`config.mk`:
```
export PLATFORM = sky130hd
export DESIGN_NAME = wb_stage_flat
export DESIGN_NICKNAME = d
export VERILOG_FILES = /design/src/rtl/wb_stage_if.sv /design/src/rtl/wb_stage.sv /design/src/flat_wrapper.sv
export SDC_FILE = /design/constraint.sdc
export NUM_CORES = 1
export LEC_CHECK = 0
export ABC_AREA = 1
export ABC_CLOCK_PERIOD_IN_PS = 1700
export CAP_MARGIN = 0
export CORE_MARGIN = 4
export CORE_UTILIZATION = 45
export DETAILED_ROUTE_END_ITERATION = 16
export PLACE_DENSITY = 0.78
export SLEW_MARGIN = 20
export SYNTH_ARGS = -nofsm -noshare
export SYNTH_HDL_FRONTEND = slang
export SYNTH_SLANG_ARGS = --single-unit
```
`constraint.sdc`:
```
create_clock -name clk -period 1.7 [get_ports clk]
set_input_delay 0.17 -clock clk [delete_from_list [all_inputs] [get_ports clk]]
set_output_delay 0.17 -clock clk [all_outputs]
set_load 0.02 [all_outputs]
```
`src/rtl/wb_stage_if.sv`:
```
// rtl/wb_stage_if.sv - memory-stage, data-memory and register-file signals of the writeback stage
interface wb_stage_if #(
  parameter int BIT     = 32,
  parameter int REG_NUM = 32
);
  localparam int AW = $clog2(REG_NUM);

  logic           in_valid;
  logic           in_ready;
  logic [AW-1:0]  in_rd;
  logic           in_rd_we;
  logic           in_is_load;
  logic [2:0]     in_funct3;
  logic [1:0]     in_addr_lo;
  logic [BIT-1:0] in_alu_result;
  logic           mem_rvalid;
  logic [BIT-1:0] mem_rdata;
  logic [AW-1:0]  wb_write;
  logic [BIT-1:0] wb_data;
  logic           wb_we;
  logic           pend_valid;
  logic [AW-1:0]  pend_rd;
  logic [31:0]    retire_cnt;

  modport master (
    output in_valid, in_rd, in_rd_we, in_is_load, in_funct3, in_addr_lo, in_alu_result,
    output mem_rvalid, mem_rdata,
    input  in_ready, wb_write, wb_data, wb_we, pend_valid, pend_rd, retire_cnt
  );

  modport slave (
    input  in_valid, in_rd, in_rd_we, in_is_load, in_funct3, in_addr_lo, in_alu_result,
    input  mem_rvalid, mem_rdata,
    output in_ready, wb_write, wb_data, wb_we, pend_valid, pend_rd, retire_cnt
  );
endinterface

```
`src/rtl/wb_stage.sv`:
```
// rtl/wb_stage.sv - writeback stage: load alignment/extension, register file write port, retire counter
module wb_stage #(
  parameter int BIT     = 32,
  parameter int REG_NUM = 32
) (
  input  logic         clk,
  input  logic         rst,
  wb_stage_if.slave    bus
);
  localparam int AW = $clog2(REG_NUM);

  typedef enum logic [1:0] {EMPTY, WAIT_MEM, WRITE} state_t;

  state_t         state_q, state_d;
  logic [AW-1:0]  rd_q, rd_d;
  logic           rd_we_q, rd_we_d;
  logic [2:0]     funct3_q, funct3_d;
  logic [1:0]     addr_lo_q, addr_lo_d;
  logic [BIT-1:0] data_q, data_d;
  logic           wb_we_q, wb_we_d;
  logic           pend_valid_q, pend_valid_d;
  logic [31:0]    retire_cnt_q, retire_cnt_d;
  logic           in_ready;
  logic           accept;

  function automatic logic [BIT-1:0] fmt_load(input logic [2:0] f3, input logic [1:0] lo,
                                              input logic [BIT-1:0] w);
    logic [7:0]  b;
    logic [15:0] h;
    case (lo)
      2'd0:    b = w[7:0];
      2'd1:    b = w[15:8];
      2'd2:    b = w[23:16];
      default: b = w[31:24];
    endcase
    // Misaligned halfwords fall back to the enclosing aligned half.
    h = lo[1] ? w[31:16] : w[15:0];
    case (f3)
      3'b000:  fmt_load = {{(BIT-8){b[7]}}, b};
      3'b001:  fmt_load = {{(BIT-16){h[15]}}, h};
      3'b100:  fmt_load = {{(BIT-8){1'b0}}, b};
      3'b101:  fmt_load = {{(BIT-16){1'b0}}, h};
      default: fmt_load = w;
    endcase
  endfunction

  assign in_ready = (state_q == EMPTY) || (state_q == WRITE);
  assign accept   = bus.in_valid && in_ready;

  always_comb begin
    state_d      = state_q;
    rd_d         = rd_q;
    rd_we_d      = rd_we_q;
    funct3_d     = funct3_q;
    addr_lo_d    = addr_lo_q;
    data_d       = data_q;
    wb_we_d      = 1'b0;
    pend_valid_d = 1'b0;
    retire_cnt_d = (state_q == WRITE) ? retire_cnt_q + 32'd1 : retire_cnt_q;

    case (state_q)
      EMPTY, WRITE: begin
        if (accept) begin
          rd_d      = bus.in_rd;
          rd_we_d   = bus.in_rd_we;
          funct3_d  = bus.in_funct3;
          addr_lo_d = bus.in_addr_lo;
          data_d    = bus.in_alu_result;
          if (bus.in_is_load) begin
            state_d      = WAIT_MEM;
            pend_valid_d = bus.in_rd_we && (bus.in_rd != '0);
          end else begin
            state_d = WRITE;
            wb_we_d = bus.in_rd_we && (bus.in_rd != '0);
          end
        end else begin
          state_d = EMPTY;
        end
      end
      WAIT_MEM: begin
        if (bus.mem_rvalid) begin
          data_d  = fmt_load(funct3_q, addr_lo_q, bus.mem_rdata);
          state_d = WRITE;
          wb_we_d = rd_we_q && (rd_q != '0);
        end else begin
          pend_valid_d = rd_we_q && (rd_q != '0);
        end
      end
      default: state_d = EMPTY;
    endcase
  end

  always_ff @(posedge clk or negedge rst) begin
    if (!rst) begin
      state_q      <= EMPTY;
      rd_q         <= '0;
      rd_we_q      <= 1'b0;
      funct3_q     <= '0;
      addr_lo_q    <= '0;
      data_q       <= '0;
      wb_we_q      <= 1'b0;
      pend_valid_q <= 1'b0;
      retire_cnt_q <= '0;
    end else begin
      state_q      <= state_d;
      rd_q         <= rd_d;
      rd_we_q      <= rd_we_d;
      funct3_q     <= funct3_d;
      addr_lo_q    <= addr_lo_d;
      data_q       <= data_d;
      wb_we_q      <= wb_we_d;
      pend_valid_q <= pend_valid_d;
      retire_cnt_q <= retire_cnt_d;
    end
  end

  assign bus.in_ready   = in_ready;
  assign bus.wb_write   = rd_q;
  assign bus.wb_data    = data_q;
  assign bus.wb_we      = wb_we_q;
  assign bus.pend_valid = pend_valid_q;
  assign bus.pend_rd    = rd_q;
  assign bus.retire_cnt = retire_cnt_q;
endmodule

```
`src/flat_wrapper.sv`:
```
// flat-port wrapper written by rule: the top's interface ports become plain ports
module wb_stage_flat 
#(
  parameter int BIT     = 32,
  parameter int REG_NUM = 32
)
  (clk, rst, bus_in_valid, bus_in_rd, bus_in_rd_we, bus_in_is_load, bus_in_funct3, bus_in_addr_lo, bus_in_alu_result, bus_mem_rvalid, bus_mem_rdata, bus_in_ready, bus_wb_write, bus_wb_data, bus_wb_we, bus_pend_valid, bus_pend_rd, bus_retire_cnt);
  wb_stage_if #(.BIT(BIT), .REG_NUM(REG_NUM)) bus_i ();
  input  logic clk;
  input  logic rst;
  input wire logic [$bits(bus_i.in_valid)-1:0] bus_in_valid;
  input wire logic [$bits(bus_i.in_rd)-1:0] bus_in_rd;
  input wire logic [$bits(bus_i.in_rd_we)-1:0] bus_in_rd_we;
  input wire logic [$bits(bus_i.in_is_load)-1:0] bus_in_is_load;
  input wire logic [$bits(bus_i.in_funct3)-1:0] bus_in_funct3;
  input wire logic [$bits(bus_i.in_addr_lo)-1:0] bus_in_addr_lo;
  input wire logic [$bits(bus_i.in_alu_result)-1:0] bus_in_alu_result;
  input wire logic [$bits(bus_i.mem_rvalid)-1:0] bus_mem_rvalid;
  input wire logic [$bits(bus_i.mem_rdata)-1:0] bus_mem_rdata;
  output wire logic [$bits(bus_i.in_ready)-1:0] bus_in_ready;
  output wire logic [$bits(bus_i.wb_write)-1:0] bus_wb_write;
  output wire logic [$bits(bus_i.wb_data)-1:0] bus_wb_data;
  output wire logic [$bits(bus_i.wb_we)-1:0] bus_wb_we;
  output wire logic [$bits(bus_i.pend_valid)-1:0] bus_pend_valid;
  output wire logic [$bits(bus_i.pend_rd)-1:0] bus_pend_rd;
  output wire logic [$bits(bus_i.retire_cnt)-1:0] bus_retire_cnt;
  assign bus_i.in_valid = bus_in_valid;
  assign bus_i.in_rd = bus_in_rd;
  assign bus_i.in_rd_we = bus_in_rd_we;
  assign bus_i.in_is_load = bus_in_is_load;
  assign bus_i.in_funct3 = bus_in_funct3;
  assign bus_i.in_addr_lo = bus_in_addr_lo;
  assign bus_i.in_alu_result = bus_in_alu_result;
  assign bus_i.mem_rvalid = bus_mem_rvalid;
  assign bus_i.mem_rdata = bus_mem_rdata;
  assign bus_in_ready = bus_i.in_ready;
  assign bus_wb_write = bus_i.wb_write;
  assign bus_wb_data = bus_i.wb_data;
  assign bus_wb_we = bus_i.wb_we;
  assign bus_pend_valid = bus_i.pend_valid;
  assign bus_pend_rd = bus_i.pend_rd;
  assign bus_retire_cnt = bus_i.retire_cnt;
  wb_stage #(.BIT(BIT), .REG_NUM(REG_NUM)) u_core (.clk(clk), .rst(rst), .bus(bus_i));
endmodule
```
==> results_dict.tcl, run 1 <==
set metrics [dict create \
    instances_no_fill 1021 \
    maxCapViolCount 0 \
    dieArea_mm2 0.0128 \
    cts-htree-levels 3 \
    grt_pass1_wl_um 25200 \
    slowest_delay_ns 0.65 \
    routed_wl_um 15300 \
    drive_above_1_share_pct 10.6 \
    synth_compound_area_share_pct 7.34 \
    io_buffers 156 \
    grt_usage_pct 24.4 \
    initial_core_util_pct 45.9 \
    clockBufferDepth 2 \
    fin_setup_tns_ns 0 \
    synthSimpleGateAreaFrac_pct 41.1 \
    cp_top_family "buffers and inverters" \
    worstMarginPinSlew_ns 0.459 \
    drc 0 \
    ys_ff_latch 79 \
    synth_cell_types 31 \
    synth_nets 801 \
    diodes 0 \
    fin_area_mm2 0.00692 \
    antenna_found_initial 0 \
    synth_xor_area_share_pct 2.83 \
    regArea_mm2 0.00198 \
    synth.area.mux_share_pct 0 \
    outcome "completed" \
    slowest_stage "clkdlybuf4s50_1" \
    clk_pin_slew_ns 0.09 \
    avgViaCountPerCell 5.14 \
    die_x_um 113 \
    numCtsBuffers 9 \
    syn_to_final_growth_pct 39.5 \
    critPathCaptureType "output port" \
    syn_inst 720 \
    cts_tree "built" \
    first_pass_iters 7 \
    holdWs_ns 0.223 \
    ios 157 \
    cts.sinks 79 \
    layout_commonest_cell "nand2_1" \
    layout_common_cells "nand2_1, clkdlybuf4s50_1, dfrtp_1" \
    antenna_left 0 \
    crit_chain "clkdlybuf4s50_1" \
    fill_cells 966 \
    grt_max_degree 48 \
    yosysWarningCount 0 \
    worstPathArrival_ns 1.46 \
    root_buffer "clkbuf_8" \
    crit_fanout 6 \
    detailed_place.area_mm2 0.00668 \
    grt_pass1_vias 5188 \
    seq_area_frac_synth_pct 39.9 \
    worstSkewPairLatency_ns 0.36 \
    rsz0062_at_grt "no" \
    fin_crit_sh_pct 95.6 \
    r2r_cells 7 \
    place_congestion 0.949 \
    ir_drop_v 0.000585 \
    syn_area_mm2 0.00496 \
    path_class "register to output port" \
    fin_ws_ns 0.0742 \
    finish.utilization_pct 64.1 \
    relSlewSlack_pct 69.4 \
    drtIter0Drc 430 \
    power.density_mw_per_mm2 920 \
    rr_startpoint "u_core.bus.retire_cnt[0]$_DFFE_PN0P_" \
    r2r_slack_ns 0.12 \
    wl_per_cell_um 15.0 \
    synth_top_area_cell "dfrtp_1" \
    synth_top_family_by_area "simple AND/OR/NAND/NOR gates" \
    total_power_mw 6.36 \
    crit_start "u_core.bus.retire_cnt[28]$_DFFE_PN0P_" \
    setup_viol 0 \
    synthAdderAreaFrac_pct 0.252 \
    multi_input_area_mm2 0.00257 \
    rows 38 \
    r2r-end "u_core.bus.retire_cnt[16]$_DFFE_PN0P_" \
    p_leak_nw 3.30 \
    synth_top_area_share_pct 39.9 \
    clock.fmax_mhz 615 \
    drv_slew 0 \
    cp_num_buf_inv 1 \
    synth_area_leaders "dfrtp_1, nand2_1, nand3_1" \
    die_h_um 113 \
    required_ns 1.53 \
    dpl.hpwl_um 12100 \
    dp.cells 1004 \
    clock_skew_ns 0.0127 \
    startpoint_type "register" \
    min_period_ns 1.63 \
    vias 5249 \
    hold_class "input pin to asynchronous set/reset pin" \
    hold_viol 0 \
    grt-ovfl-total 0 \
    core_mm2 0.0108 \
    fin_nets 958 \
    synth.avg_cell_area_um2 6.89 \
    dp_worst_setup_slack_ns 0.0855 \
]
[sequential cells by signal (all words and copies together) (netlist names)]
register and cells:
u_core.bus.retire_cnt 32, u_core.bus.wb_data 32, u_core.bus.pend_rd 5, u_core.funct3_q 3, u_core.addr_lo_q 2, u_core.state_q 2
u_core.bus.pend_valid 1, u_core.bus.wb_we 1, u_core.rd_we_q 1
[metal layers]
metal	global-route usage, %	part of all wire, %	vias to the layer above
met2	39.5	48	217
met4	9.94	3.0	0
met3	5.88	7.4	36
met5	0	0	-
met1	31.7	42	2427
li1	-	-	2569
[worst max-delay path by stage]
stage | cells past startpoint | end
after floorplan | 7 | u_core.bus.retire_cnt[16]$_DFFE_PN0P_
after global placement | 8 | u_core.bus.retire_cnt[18]$_DFFE_PN0P_
after detailed placement | 7 | u_core.bus.retire_cnt[16]$_DFFE_PN0P_
after CTS | 2 | bus_in_ready
after global routing | 7 | u_core.bus.retire_cnt[19]$_DFFE_PN0P_
final | 1 | bus_retire_cnt[28]
[where the power goes]
group	leakage [nW]	total, mW	internal, mW	switching [mW]
Sequential	0.998	2.47	2.18	0.287
Clock	0.0980	1.49	0.757	0.738
Combinational	2.21	2.40	1.07	1.33
[synthesized netlist by cell type, drive strengths merged]
library cell  number
nor2              80
inv               63
or2               20
xnor2              5
buf               23
a21oi             47
nand3b             9
nand3             62
nor2b              1
nor3               6
o21ai             21
o22ai              2
nor3b              1
nand4              6
ha                 1
dfrtp             79
clkbuf             9
nand2            274
xor2              11
[repair_timing]
action / CTS / global route
hold buffers: 1 / 0
gates resized for setup: 2 / 8
hold endpoints to repair: 28 / 0
buffers inserted: 0 / 0
cloned: 0 / 1
endpoints found under the setup margin: 2 / 13
pin swaps: 0 / 1
[cell families after synthesis]
kind of cell	after synthesis
flops	79
compound gates	70
xor+xnor	16
simple gates	459
fa+ha+maj	1
buf+inv	95
[area by class of cell]
class,count,share of cell area (%)
clock inverters,4,0.778
inverters,63,3.42
flip-flops and latches,79,28.6
clock buffers,11,2.19
well taps,140,2.53
multi-input cells,547,37.1
repair buffers,177,25.3
(Power assumes the default switching activity.)
==> run 2, diff against run 1 <==
--- a/config.mk
+++ b/config.mk
@@ -11,6 +11,7 @@
 export CORE_MARGIN = 4
 export CORE_UTILIZATION = 45
 export DETAILED_ROUTE_END_ITERATION = 16
+export GPL_TIMING_DRIVEN = 0
 export PLACE_DENSITY = 0.78
 export SLEW_MARGIN = 20
 export SYNTH_ARGS = -nofsm -noshare
==> run 2 against run 1 <==
  * Clock-buffer cell count decreased by 2
  * Clock power decreased by 13%
  * Final cell count increased by 1.3%
  * Setup slack got worse by 0.017 ns
  * Clock skew increased by 0.0039 ns
  * Critical path depth unchanged
==> results_dict.tcl, run 2 (synthesis gave the netlist of run 1 again) <==
set metrics [dict create \
    outcome "completed" \
    path_class "register to output port" \
    ios 157 \
    grt_pass1_wl_um 26200 \
    numCtsBuffers 9 \
    cp_top_family "buffers and inverters" \
    clock.fmax_mhz 609 \
    grt_max_degree 43 \
    required_ns 1.53 \
    min_period_ns 1.64 \
    drv_slew 0 \
    fin_setup_tns_ns 0 \
    layout_common_cells "nand2_1, clkdlybuf4s50_1, dfrtp_1" \
    hold_viol 0 \
    die_h_um 113 \
    critPathCaptureType "output port" \
    crit_fanout 6 \
    cts_tree "built" \
    root_buffer "clkbuf_8" \
    cts.sinks 79 \
    total_power_mw 6.25 \
    multi_input_area_mm2 0.00258 \
    crit_chain "clkdlybuf4s50_1" \
    routed_wl_um 16400 \
    maxCapViolCount 0 \
    wl_per_cell_um 15.9 \
    dpl.hpwl_um 12800 \
    p_leak_nw 3.34 \
    startpoint_type "register" \
    slowest_stage "clkdlybuf4s50_1" \
    antenna_left 0 \
    syn_to_final_growth_pct 40.1 \
    clockBufferDepth 2 \
    dieArea_mm2 0.0128 \
    vias 5306 \
    regArea_mm2 0.00198 \
    fin_crit_sh_pct 96.6 \
    grt_pass1_vias 5335 \
    rows 38 \
    worstMarginPinSlew_ns 0.525 \
    cts-htree-levels 3 \
    fill_cells 986 \
    power.density_mw_per_mm2 899 \
    setup_viol 0 \
    clock_skew_ns 0.0167 \
    slowest_delay_ns 0.65 \
    holdWs_ns 0.317 \
    layout_commonest_cell "nand2_1" \
    place_congestion 0.963 \
    grt_usage_pct 25.7 \
    io_buffers 156 \
    relSlewSlack_pct 65.0 \
    core_mm2 0.0108 \
    clk_pin_slew_ns 0.09 \
    grt-ovfl-total 0 \
    ir_drop_v 0.000557 \
    die_x_um 113 \
    rsz0062_at_grt "no" \
    worstPathArrival_ns 1.47 \
    drive_above_1_share_pct 11.4 \
    diodes 0 \
    fin_nets 970 \
    hold_class "input pin to asynchronous set/reset pin" \
    antenna_found_initial 0 \
    drc 0 \
    avgViaCountPerCell 5.13 \
    initial_core_util_pct 45.9 \
    cp_num_buf_inv 1 \
    drtIter0Drc 393 \
    worstSkewPairLatency_ns 0.36 \
    first_pass_iters 5 \
]
==> run 2: cell types whose count changed in the layout (fill, tap and decap cells not counted), moves of 3 or more <==
cell,before,now
clkbuf_1,0,7
buf_6,0,3
buf_4,19,13
dlymetal6s2s_1,4,7
buf_2,0,7
clkinv_2,0,3
==> run 2: stage by stage <==
step | setup slack, ns | area, um2 | std cells | util, %
4_1_cts | 0.00538 | 6890 | 1034 | 63.9
5_1_grt | 0.00401 | 6950 | 1034 | 64.4
6_report | 0.0575 | 6950 | 1034 | 64.4
3_5_place_dp | -0.0282 | 6710 | 1017 | 62.2
3_3_place_gp | -2.39 | 6700 | 1016 | 62.0
2_1_floorplan | 0.146 | 4960 | 720 | -
==> run 2: timing repair <==
action                                 in CTS  in global routing
gates resized for setup                     0                 24
hold buffers                                1                  0
setup buffers                               0                  0
endpoints found under the hold margin      37                  0
setup endpoints to repair                   0                 36
==> run 2: worst paths after layout <==
| check | from | endpoint | slack [ns] | depth (start not counted) |
|---|---|---|---|---|
| max | u_core.bus.retire_cnt[28]$_DFFE_PN0P_ | bus_retire_cnt[28] | 0.06 | 1 |
| min | rst | u_core.bus.retire_cnt[12]$_DFFE_PN0P_ | 0.32 | 2 |
| max reg2reg | u_core.bus.retire_cnt[0]$_DFFE_PN0P_ | u_core.bus.retire_cnt[16]$_DFFE_PN0P_ | 0.11 | 7 |
| min reg2reg | u_core.bus.wb_data[30]$_DFFE_PN0P_ | u_core.bus.wb_data[30]$_DFFE_PN0P_ | 0.49 | 2 |
| max in group asynchronous | rst | u_core.bus.retire_cnt[1]$_DFFE_PN0P_ | 0.75 | 3 |
| min in group clk | bus_in_rd[4] | u_core.bus.pend_rd[4]$_DFFE_PN0P_ | 0.36 | 3 |
==> run 2: per-layer routing <==
metal  routed length (um)  global-route usage [%]  share of wire, %  vias up
li1                     -                       -                 -     2595
met1                 6940                    32.4                42     2457
met2                 7720                    43.4                47      216
met3                 1200                    4.81               7.3       38
met4                  529                    10.5               3.2        0
met5                    0                       0                 0        -
==> run 2: area by class of cell <==
class / instances / area share (%)
Clock buffer: 9 / 1.78
Buffer: 32 / 2.92
Tap cell: 140 / 2.52
Timing Repair Buffer: 158 / 23.1
Multi-Input combinational cell: 546 / 37.1
Sequential cell: 79 / 28.5
Inverter: 63 / 3.40
Clock inverter: 7 / 0.684
==> run 2: worst register-to-register path: stages (launching register included) <==
cell and delay, ns:
dfrtp_1 0.43, ha_2 0.23, nand3_2 0.14, nor2_4 0.16, nand2_4 0.10, nor2_4 0.17, nand3_2 0.10, xor2_1 0.15
==> run 2: where the power goes <==
part           internal (mW)  switching, mW  total (mW)
clock network          0.531          0.774        1.30
logic                   1.11           1.39        2.50
registers               2.18          0.263        2.44
total                   3.82           2.43        6.25
==> run 3, diff against run 2 <==
--- a/config.mk
+++ b/config.mk
@@ -7,7 +7,7 @@
 export LEC_CHECK = 0
 export ABC_AREA = 1
 export ABC_CLOCK_PERIOD_IN_PS = 1700
-export CAP_MARGIN = 0
+export CAP_MARGIN = 20
 export CORE_MARGIN = 4
 export CORE_UTILIZATION = 45
 export DETAILED_ROUTE_END_ITERATION = 16
==> results of run 3 <==
Same layout as run 2: the final DEF is identical, and so are final timing and power.
